==> config.mk <==
export PLATFORM = sky130hd
export DESIGN_NAME = dino_motion_ctrl_flat
export DESIGN_NICKNAME = d
export VERILOG_FILES = /design/src/rtl/dino_pkg.sv /design/src/rtl/dino_motion_ctrl_if.sv /design/src/rtl/dino_motion_ctrl_anti_jitter.sv /design/src/rtl/dino_motion_ctrl.sv /design/src/flat_wrapper.sv
export SDC_FILE = /design/constraint.sdc
export NUM_CORES = 1
export LEC_CHECK = 0
export CAP_MARGIN = 10
export CORE_ASPECT_RATIO = 1.2
export CORE_UTILIZATION = 63
export CTS_CLUSTER_DIAMETER = 60
export DETAILED_ROUTE_END_ITERATION = 10
export PLACE_DENSITY = 0.86
export SLEW_MARGIN = 30
export SYNTH_ARGS = -nofsm -noshare
export SYNTH_HDL_FRONTEND = slang
export SYNTH_SLANG_ARGS = --single-unit
==> constraint.sdc <==
create_clock -name CLK -period 3.1 [get_ports CLK]
set_input_delay 0.62 -clock CLK [delete_from_list [all_inputs] [get_ports CLK]]
set_output_delay 0.62 -clock CLK [all_outputs]
set_load 0.03 [all_outputs]
==> src/rtl/dino_pkg.sv <==
// dino_pkg: shared constants and types for the dinosaur-runner motion block.
//   - default parameter values for dino_motion_ctrl
//   - jump_state_e: GROUND / RISE / FALL
//   - SPEED_MAX: ground scroll speed ceiling
package dino_pkg;
  localparam int DEF_DEB_BITS    = 4;
  localparam int DEF_TICK_CYCLES = 1_000_000;
  localparam int DEF_JUMP_PEAK   = 40;
  localparam int DEF_SPEED_TICKS = 256;

  localparam int NUM_SW  = 16;
  localparam int NUM_DEB = NUM_SW + 1;  // switches plus the jump button

  localparam logic [3:0] SPEED_MAX = 4'd15;

  typedef enum logic [1:0] {
    GROUND = 2'd0,
    RISE   = 2'd1,
    FALL   = 2'd2
  } jump_state_e;
endpackage

==> src/rtl/dino_motion_ctrl_if.sv <==
// dino_motion_ctrl_if: board-side signals of the motion controller.
//   master: drives raw BTN_JUMP / SW, observes conditioned outputs
//   slave : the controller; consumes raw inputs, drives SW_OK,
//           dinosaur_height, game_status, speed, ground_position
interface dino_motion_ctrl_if;
  import dino_pkg::*;

  logic              BTN_JUMP;
  logic [NUM_SW-1:0] SW;
  logic [NUM_SW-1:0] SW_OK;
  logic [5:0]        dinosaur_height;
  logic              game_status;
  logic [3:0]        speed;
  logic [5:0]        ground_position;

  modport master (
    output BTN_JUMP, SW,
    input  SW_OK, dinosaur_height, game_status, speed, ground_position
  );

  modport slave (
    input  BTN_JUMP, SW,
    output SW_OK, dinosaur_height, game_status, speed, ground_position
  );
endinterface

==> src/rtl/dino_motion_ctrl_anti_jitter.sv <==
// anti_jitter: single-bit debouncer.
//   clk, rst_n : clock, async active-low reset
//   in_i       : raw input
//   out_o      : debounced output; follows in_i only after in_i has
//                differed from it for 2^DEB_BITS consecutive edges
module anti_jitter
  import dino_pkg::*;
#(
  parameter int DEB_BITS = DEF_DEB_BITS
) (
  input  logic clk,
  input  logic rst_n,
  input  logic in_i,
  output logic out_o
);

  logic                out_q;
  logic [DEB_BITS-1:0] cnt_q;

  // Any cycle where the input agrees with the output restarts the count,
  // so a glitch shorter than the window never reaches out_o.
  always_ff @(posedge clk or negedge rst_n) begin
    if (!rst_n) begin
      out_q <= 1'b0;
      cnt_q <= '0;
    end else if (in_i == out_q) begin
      cnt_q <= '0;
    end else if (cnt_q == '1) begin
      out_q <= in_i;
      cnt_q <= '0;
    end else begin
      cnt_q <= cnt_q + DEB_BITS'(1);
    end
  end

  assign out_o = out_q;

endmodule

==> src/rtl/dino_motion_ctrl.sv <==
// dino_motion_ctrl: input conditioning and motion state for the runner game.
//   CLK, clrn : clock, async active-low reset
//   bus       : slave side of dino_motion_ctrl_if
//     BTN_JUMP, SW          raw button / switches
//     SW_OK                 debounced switches
//     dinosaur_height       jump height above ground (0 = on ground)
//     game_status           0 idle, 1 running (sticky until reset)
//     speed                 ground scroll speed 1..15
//     ground_position       ground scroll offset mod 64
module dino_motion_ctrl
  import dino_pkg::*;
#(
  parameter int DEB_BITS    = DEF_DEB_BITS,
  parameter int TICK_CYCLES = DEF_TICK_CYCLES,
  parameter int JUMP_PEAK   = DEF_JUMP_PEAK,
  parameter int SPEED_TICKS = DEF_SPEED_TICKS
) (
  input  logic              CLK,
  input  logic              clrn,
  dino_motion_ctrl_if.slave bus
);

  localparam int TW  = (TICK_CYCLES > 1) ? $clog2(TICK_CYCLES) : 1;
  localparam int SCW = (SPEED_TICKS > 1) ? $clog2(SPEED_TICKS) : 1;

  // ---------------- debounce: 16 switches + jump button ----------------
  logic [NUM_DEB-1:0] raw, deb;
  assign raw = {bus.BTN_JUMP, bus.SW};

  for (genvar i = 0; i < NUM_DEB; i++) begin : g_deb
    anti_jitter #(.DEB_BITS(DEB_BITS)) u_aj (
      .clk   (CLK),
      .rst_n (clrn),
      .in_i  (raw[i]),
      .out_o (deb[i])
    );
  end

  assign bus.SW_OK = deb[NUM_SW-1:0];

  // ---------------- motion tick ----------------
  logic [TW-1:0] tick_cnt_q;
  logic          tick;

  // tick is high in the last count cycle, so state advances on the same
  // edge that wraps the counter back to 0.
  assign tick = (tick_cnt_q == TW'(TICK_CYCLES - 1));

  always_ff @(posedge CLK or negedge clrn) begin
    if (!clrn) tick_cnt_q <= '0;
    else       tick_cnt_q <= tick ? '0 : tick_cnt_q + TW'(1);
  end

  // ---------------- press detect / game status ----------------
  logic btn_prev_q, press, status_q;

  assign press = deb[NUM_DEB-1] & ~btn_prev_q;

  always_ff @(posedge CLK or negedge clrn) begin
    if (!clrn) begin
      btn_prev_q <= 1'b0;
      status_q   <= 1'b0;
    end else begin
      btn_prev_q <= deb[NUM_DEB-1];
      status_q   <= status_q | press;
    end
  end

  // ---------------- jump FSM ----------------
  jump_state_e state_q;
  logic [5:0]  height_q;

  // Any press on the ground jumps: either the game is already running or
  // this same press is starting it. Presses mid-air are ignored.
  always_ff @(posedge CLK or negedge clrn) begin
    if (!clrn) begin
      state_q  <= GROUND;
      height_q <= '0;
    end else begin
      case (state_q)
        GROUND: if (press) state_q <= RISE;
        RISE: if (tick) begin
          height_q <= height_q + 6'd1;
          if (height_q >= 6'(JUMP_PEAK - 1)) state_q <= FALL;
        end
        FALL: if (tick) begin
          height_q <= height_q - 6'd1;
          if (height_q <= 6'd1) state_q <= GROUND;
        end
        default: state_q <= GROUND;
      endcase
    end
  end

  // ---------------- ground scroll ----------------
  logic [5:0]     pos_q, pos_d;
  logic [3:0]     spd_q, spd_d;
  logic [SCW-1:0] scnt_q, scnt_d;

  // Position always advances by the pre-increment speed.
  always_comb begin
    pos_d  = pos_q;
    spd_d  = spd_q;
    scnt_d = scnt_q;
    if (status_q && tick) begin
      pos_d = pos_q + {2'b00, spd_q};
      if (scnt_q == SCW'(SPEED_TICKS - 1)) begin
        scnt_d = '0;
        if (spd_q != SPEED_MAX) spd_d = spd_q + 4'd1;
      end else begin
        scnt_d = scnt_q + SCW'(1);
      end
    end
  end

  always_ff @(posedge CLK or negedge clrn) begin
    if (!clrn) begin
      pos_q  <= '0;
      spd_q  <= 4'd1;
      scnt_q <= '0;
    end else begin
      pos_q  <= pos_d;
      spd_q  <= spd_d;
      scnt_q <= scnt_d;
    end
  end

  assign bus.dinosaur_height = height_q;
  assign bus.game_status     = status_q;
  assign bus.speed           = spd_q;
  assign bus.ground_position = pos_q;

endmodule

==> src/flat_wrapper.sv <==
// flat-port wrapper written by rule: the top's interface ports become plain ports
module dino_motion_ctrl_flat import dino_pkg::*;
#(
  parameter int DEB_BITS    = DEF_DEB_BITS,
  parameter int TICK_CYCLES = DEF_TICK_CYCLES,
  parameter int JUMP_PEAK   = DEF_JUMP_PEAK,
  parameter int SPEED_TICKS = DEF_SPEED_TICKS
)
  (CLK, clrn, bus_BTN_JUMP, bus_SW, bus_SW_OK, bus_dinosaur_height, bus_game_status, bus_speed, bus_ground_position);
  dino_motion_ctrl_if bus_i ();
  input  logic CLK;
  input  logic clrn;
  input wire logic [$bits(bus_i.BTN_JUMP)-1:0] bus_BTN_JUMP;
  input wire logic [$bits(bus_i.SW)-1:0] bus_SW;
  output wire logic [$bits(bus_i.SW_OK)-1:0] bus_SW_OK;
  output wire logic [$bits(bus_i.dinosaur_height)-1:0] bus_dinosaur_height;
  output wire logic [$bits(bus_i.game_status)-1:0] bus_game_status;
  output wire logic [$bits(bus_i.speed)-1:0] bus_speed;
  output wire logic [$bits(bus_i.ground_position)-1:0] bus_ground_position;
  assign bus_i.BTN_JUMP = bus_BTN_JUMP;
  assign bus_i.SW = bus_SW;
  assign bus_SW_OK = bus_i.SW_OK;
  assign bus_dinosaur_height = bus_i.dinosaur_height;
  assign bus_game_status = bus_i.game_status;
  assign bus_speed = bus_i.speed;
  assign bus_ground_position = bus_i.ground_position;
  dino_motion_ctrl #(.DEB_BITS(DEB_BITS), .TICK_CYCLES(TICK_CYCLES), .JUMP_PEAK(JUMP_PEAK), .SPEED_TICKS(SPEED_TICKS)) u_core (.CLK(CLK), .clrn(clrn), .bus(bus_i));
endmodule
=== Yosys cells after proc, flatten, opt, wreduce, memory -nomap -nowiden ===
Index checks and enable logic that the tools add are counted.

* $add $sub $neg: 23
* Magnitude comparators: 2
* Equality and inequality tests: 44
* Muxes and demuxes: 45
* Bitwise operators: 20
* Reduce and logical (&&, ||, !) cells: 23

{| class="wikitable"
|+ Operators with widths
! operator !! count
|-
| 4-bit 2-to-1 mux || 34
|-
| 4-bit by 1-bit adder with 4-bit output, second input constant || 18
|-
| 4-bit == test, second input constant || 17
|-
| 2-bit AND reduction || 17
|-
| 20-bit by 1-bit adder with 20-bit output, second input constant || 1
|-
| 20-bit == test, second input constant || 1
|-
| 20-bit 2-to-1 mux || 1
|-
| 1-bit inverter || 18
|-
| 1-bit == test || 17
|-
| 6-bit 2-to-1 mux || 2
|-
| 6-bit case mux with 2 select lines || 1
|-
| 2-bit 2-to-1 mux || 5
|-
| 2-bit by 1-bit inequality test with 1-bit output, second input constant || 5
|-
| 8-bit by 1-bit adder with 8-bit output, second input constant || 1
|-
| 8-bit == test, second input constant || 1
|-
| 8-bit 2-to-1 mux || 1
|-
| 6-bit by 1-bit adder with 6-bit output, second input constant || 1
|-
| 6-bit by 4-bit adder with 6-bit output || 1
|-
| 6-bit >= comparator, second input constant || 1
|-
| 6-bit by 1-bit <= comparator with 1-bit output, second input constant || 1
|-
| 2-bit case mux with 3 select lines || 1
|-
| 3-bit AND reduction || 2
|-
| 6-bit by 1-bit subtractor with 6-bit output, second input constant || 1
|-
| 5-bit AND reduction || 1
|-
| other kinds (8) || 8
|}

* Register bits after elaboration: 133
* Output and inout bits: 33

=== Logic depth before layout (Yosys ltp) ===
* Depth in word-level cells: 4
* Mapped depth: 8
* Depth with buffers taken out: 8

=== By module ===
A second synthesis with hierarchy kept.

* Cell total of the unflattened synthesis: 560
* Area total of the unflattened synthesis: 6605.1 um2

{| class="wikitable"
|+ Modules (own cells, without submodules)
! module !! instances !! cells each !! area each (um2) !! seq. area each (um2)
|-
| anti_jitter || 17 || 18 || 230.2 || 125.1
|-
| dino_motion_ctrl || 1 || 254 || 2691.3 || 1202.4
|}

=== Worst setup path before layout ===
OpenSTA, ideal clock, no wires.

* Path type: flip-flop to flip-flop
* From: register u_core.state_q[0]
* To: register u_core.height_q[5] (netlist: u_core.bus.dinosaur_height[5])
* Library setup time: 134 ps
* Arrival: 1771 ps
* Setup slack: 1195 ps
* Cell stages (with the launch flop): 8
* Path buffers: 1
* Period minus slack after synthesis: 1905 ps
* Path through: dfrtp_1 -> inv_1 -> ha_1 -> buf_2 -> or4b_2 -> o31ai_1 -> nand3_1 -> xnor2_1

* Word-level cells in the longest chain between the ends: 3

{| class="wikitable"
|+ Ends and longest elaborated chain
! element !! RTL line !! source
|-
| start, declared || dino_motion_ctrl.sv:70 || <nowiki>jump_state_e state_q;</nowiki>
|-
| start signal, assigned || dino_motion_ctrl.sv:77 || <nowiki>state_q <= GROUND;</nowiki>
|-
| start signal, assigned || dino_motion_ctrl.sv:81 || <nowiki>GROUND: if (press) state_q <= RISE;</nowiki>
|-
| start signal, assigned || dino_motion_ctrl.sv:84 || <nowiki>if (height_q >= 6'(JUMP_PEAK - 1)) state_q <= FALL;</nowiki>
|-
| 2-bit == test / 2-bit by 1-bit == test with 1-bit output (equally long branches) || dino_motion_ctrl.sv:80 || <nowiki>case (state_q)</nowiki>
|-
| 2-bit by 1-bit inequality test with 1-bit output (no source line) / 2-bit nonzero test (equally long branches) || n/a ||
|-
| 3-bit AND reduction (no source line) || n/a ||
|-
| end signal, assigned || dino_motion_ctrl.sv:83 || <nowiki>height_q <= height_q + 6'd1;</nowiki>
|-
| end signal, assigned || dino_motion_ctrl.sv:87 || <nowiki>height_q <= height_q - 6'd1;</nowiki>
|-
| end, declared || dino_motion_ctrl.sv:71 || <nowiki>logic [5:0] height_q;</nowiki>
|}

Several ways; a longest one is shown, not always the timed one.
A chain may end at the register's enable or synchronous reset.

=== Worst setup path after layout ===
* From: register u_core.tick_cnt_q[0]
* To: register u_core.scnt_q[3]

* Word-level cells in the longest chain between the ends: 2

{| class="wikitable"
|+ Ends and longest elaborated chain
! element !! RTL line !! source
|-
| start, declared || dino_motion_ctrl.sv:42 || <nowiki>logic [TW-1:0] tick_cnt_q;</nowiki>
|-
| start signal, assigned || dino_motion_ctrl.sv:51 || <nowiki>else tick_cnt_q <= tick ? '0 : tick_cnt_q + TW'(1);</nowiki>
|-
| 20-bit == test || dino_motion_ctrl.sv:47 || <nowiki>assign tick = (tick_cnt_q == TW'(TICK_CYCLES - 1));</nowiki>
|-
| 1-bit logical AND || dino_motion_ctrl.sv:105 || <nowiki>if (status_q && tick) begin</nowiki>
|-
| end signal, assigned || dino_motion_ctrl.sv:124 || <nowiki>scnt_q <= scnt_d;</nowiki>
|-
| end, declared || dino_motion_ctrl.sv:98 || <nowiki>logic [SCW-1:0] scnt_q, scnt_d;</nowiki>
|}

No other way between the ends.

==> results.toml <==
[synth]
postSynthCellCount = 569
synth_compound_area_frac = 0.0763
synth_edf_count = 0
synth_seq_cells = 133
synth-xor-area-share = 0.0886
ys_types = 48
synth_seq_area_share = 0.526
synth_warnings = 0
syn_area_um2 = 6330
synth_top_family_by_area = "simple AND/OR/NAND/NOR gates"
async_reset_ff_frac = 1.00
synth_simple_gate_area_frac = 0.164
syn_avg_cell_area_um2 = 11.1
syn_nets = 619
synth_mux_area_frac = 0.0433
synth-main-ff-cell = "dfrtp_1"
synthAdderAreaFrac = 0.0625

[clock_network]
hold_buffers = 0
clock_latency_ns = 0.41
path_clk_slew_ns = 0.06
numCtsBuffers = 17
postCtsSetupRepairBufs = 0
clockBufferDepth = 2
cts.sinks = 133
cts_tree = "built"
cts_resized = 0
htree_levels = 4
cts_root_buf = "clkbuf_16"

[status]
status = "completed"

[worst_setup_path]
crit_path_end_kind = "register"
crit_path_max_fanout = 14
cp_slowest_stage_delay_ns = 0.47
worstSetupPathType = "register to register"
cp-start-kind = "register"
crit_path_cell_trace = "ha_1, nand3_2, nor2_1, nand3_1, or2_0, o31ai_1"
crit_required_ns = 3.41
critPathSlowestCell = "nand3_1"
arrival_ns = 2.63

[global_routing]
overflow = 0
grtUsageTotal = 0.259
grt_max_degree = 51
antenna_found_initial = 0
grt_pass1_vias = 4744
grt_pass1_wl_mm = 21.3

[placement]
gp_congestion = 0.850
placedCellCount = 726
dp_slack_ns = 0.936
place.detailed.hpwl_mm = 8.08
numPortBuffers = 51

[timing]
rsz0062_at_grt = "false"
hold_violations = 0
post-route-period-util = 0.748
finClkSkew_ns = 0.00973
finalWorstSetupSlack_ns = 0.780
fin_crit_ns = 2.32
fin_tns_setup_ns = 0
slew_violations = 0
clock.fmax_mhz = 431
worstMarginPinSlew_ns = 0.620
maxSlewHeadroom = 0.584
setup_violations = 0
worst_hold_slack_ns = 0.147

[power]
power_mw = 4.98
p_sw_frac = 0.264
comb_power_share = 0.145
powerDensity_nw_per_um2 = 661
p_sw_mw = 1.31
p_leak_nw = 3.24
p_clk_frac = 0.437
max-vdd-ir-drop_mv = 0.397
p_int_mw = 3.67
sequentialPowerShare = 0.418

[detailed_routing]
post-route-drc-count = 0
viasPerCell = 5.89
dr.first_iter.drc_count = 276
drt-total-wl_mm = 12.3
antenna_left = 0
post_drt_wl_per_cell_um = 16.3
firstDrtPassIters = 4
route.vias.total = 4458

[floorplanning]
core_area_um2 = 9660
die_area_um2 = 10400
std_cell_rows = 39
die_h_um = 112
io_pins = 52
die_w_um = 93.5
initial_core_util = 0.655

[cells_and_area]
nets = 672
n_antenna_cell = 0
drive_gt1_frac = 0.107
area_growth_pct = 19.1
layout.cells.non_filler = 757

[min_path]
min_path_type = "primary input to asynchronous set/reset pin"

[run]
maxCapViolCount = 0
==> logic make-up after synthesis <==
group | Yosys count
fa+ha+maj | 31
simple gates | 183
buf+inv | 49
xor+xnor | 64
mux | 24
flops | 133
compound gates | 85
==> stage by stage <==
| step | utilization | cell area [um2] |
|---|---|---|
| 3_3_place_gp | 0.713 | 6890 |
| 4_1_cts | 0.780 | 7530 |
| 5_1_grt | 0.780 | 7530 |
| 3_5_place_dp | 0.713 | 6890 |
| 6_report | 0.780 | 7530 |
| 2_1_floorplan | - | 6330 |
==> cell usage after synthesis (2+ instances only) <==
cell type / instances / area (um2)
and3_1: 2 / 12.5
nor2b_1: 17 / 106
dfrtp_1: 132 / 3300
nand4_1: 5 / 31.3
nand3_1: 35 / 175
nand4b_1: 18 / 158
a21o_1: 2 / 15.0
mux2_2: 23 / 259
buf_2: 3 / 15.0
xnor2_1: 49 / 429
inv_1: 28 / 105
nand2b_1: 3 / 18.8
o31ai_1: 2 / 15.0
nor3b_1: 16 / 120
nor4b_2: 2 / 30.0
nor3_1: 9 / 45.0
and2_1: 2 / 12.5
a211o_1: 2 / 17.5
ha_1: 30 / 375
clkbuf_1: 2 / 7.51
buf_4: 16 / 120
a21oi_1: 41 / 205
a211oi_1: 2 / 15.0
nor2_1: 41 / 154
xor2_1: 15 / 131
nand2_1: 23 / 86.3
or2_0: 2 / 12.5
a32o_1: 2 / 20.0
o21ai_0: 26 / 130
==> area by class of cell <==
class | count | area [um2]
multi-input combinational | 387 | 2750
sequential | 133 | 3330
fill | 562 | 2130
inverter | 28 | 105
timing repair buffer | 55 | 551
clock buffer | 18 | 439
clock inverter | 13 | 206
tap | 123 | 154
==> path summary, 6_finish.rpt <==
| check | startpoint | endpoint | slack [ns] | cells past startpoint |
|---|---|---|---|---|
| min in group CLK | u_core.g_deb[16].u_aj.out_o$_DFFE_PN0P_ | u_core.btn_prev_q$_DFF_PN0_ | 0.45 | 0 |
| max in group asynchronous | clrn | u_core.bus.speed[0]$_DFFE_PN1P_ | 2.16 | 2 |
| worst max register to register | u_core.tick_cnt_q[0]$_DFF_PN0_ | u_core.scnt_q[3]$_DFFE_PN0P_ | 0.78 | 6 |
| worst max-delay path | u_core.tick_cnt_q[0]$_DFF_PN0_ | u_core.scnt_q[3]$_DFFE_PN0P_ | 0.78 | 6 |
| worst min-delay path | clrn | u_core.g_deb[0].u_aj.cnt_q[1]$_DFF_PN0_ | 0.15 | 1 |
| worst min register to register | u_core.g_deb[16].u_aj.out_o$_DFFE_PN0P_ | u_core.btn_prev_q$_DFF_PN0_ | 0.45 | 0 |
==> placed cells by master (no fill, tap or decap), drive strengths merged, types with 15 or more instances in the layout <==
cell type	instances
nor3b	16
nand4b	18
inv	28
a21oi	41
nor2b	17
nand3	36
nand2	24
xor2	15
mux2	24
o21ai	26
clkbuf	18
nor2	41
clkdlybuf4s50	50
ha	30
xnor2	49
dfrtp	132
==> metal layers <==
layer | vias to the layer above | track usage | part of all wire | wire length (um)
met1 | 2256 | 0.305 | 0.42 | 5170
met4 | 0 | 0.112 | 0.016 | 203
li1 | 2081 | - | - | -
met3 | 19 | 0.0663 | 0.034 | 415
met2 | 102 | 0.447 | 0.53 | 6550
met5 | - | 0 | 0 | 0
==> flip-flops by register name, indices dropped and copies added (netlist names) <==
name,count
u_core.bus.speed,4
u_core.state_q,2
u_core.bus.dinosaur_height,6
u_core.scnt_q,8
u_core.g_deb.u_aj.cnt_q,68
u_core.tick_cnt_q,20
u_core.bus.game_status,1
u_core.btn_prev_q,1
u_core.g_deb.u_aj.out_o,17
u_core.bus.ground_position,6
==> power groups by stage <==
stage / sequential [mW] / clock (mW) / combinational [mW]
after floorplan: 2.11 / 0 / 0.444
after global placement: 2.08 / 0 / 0.682
after global routing: 2.10 / 2.28 / 0.810
after detailed placement: 2.10 / 0 / 0.714
final: 2.08 / 2.18 / 0.721
after CTS: 2.08 / 2.21 / 0.729
==> worst max-delay path, delay by kind of cell, from the launching register on <==
family          cells  cell delay, ns
simple gates        4            1.40
flops               1            0.39
compound gates      1            0.22
fa+ha+maj           1            0.21
(Power assumes the default switching activity.)
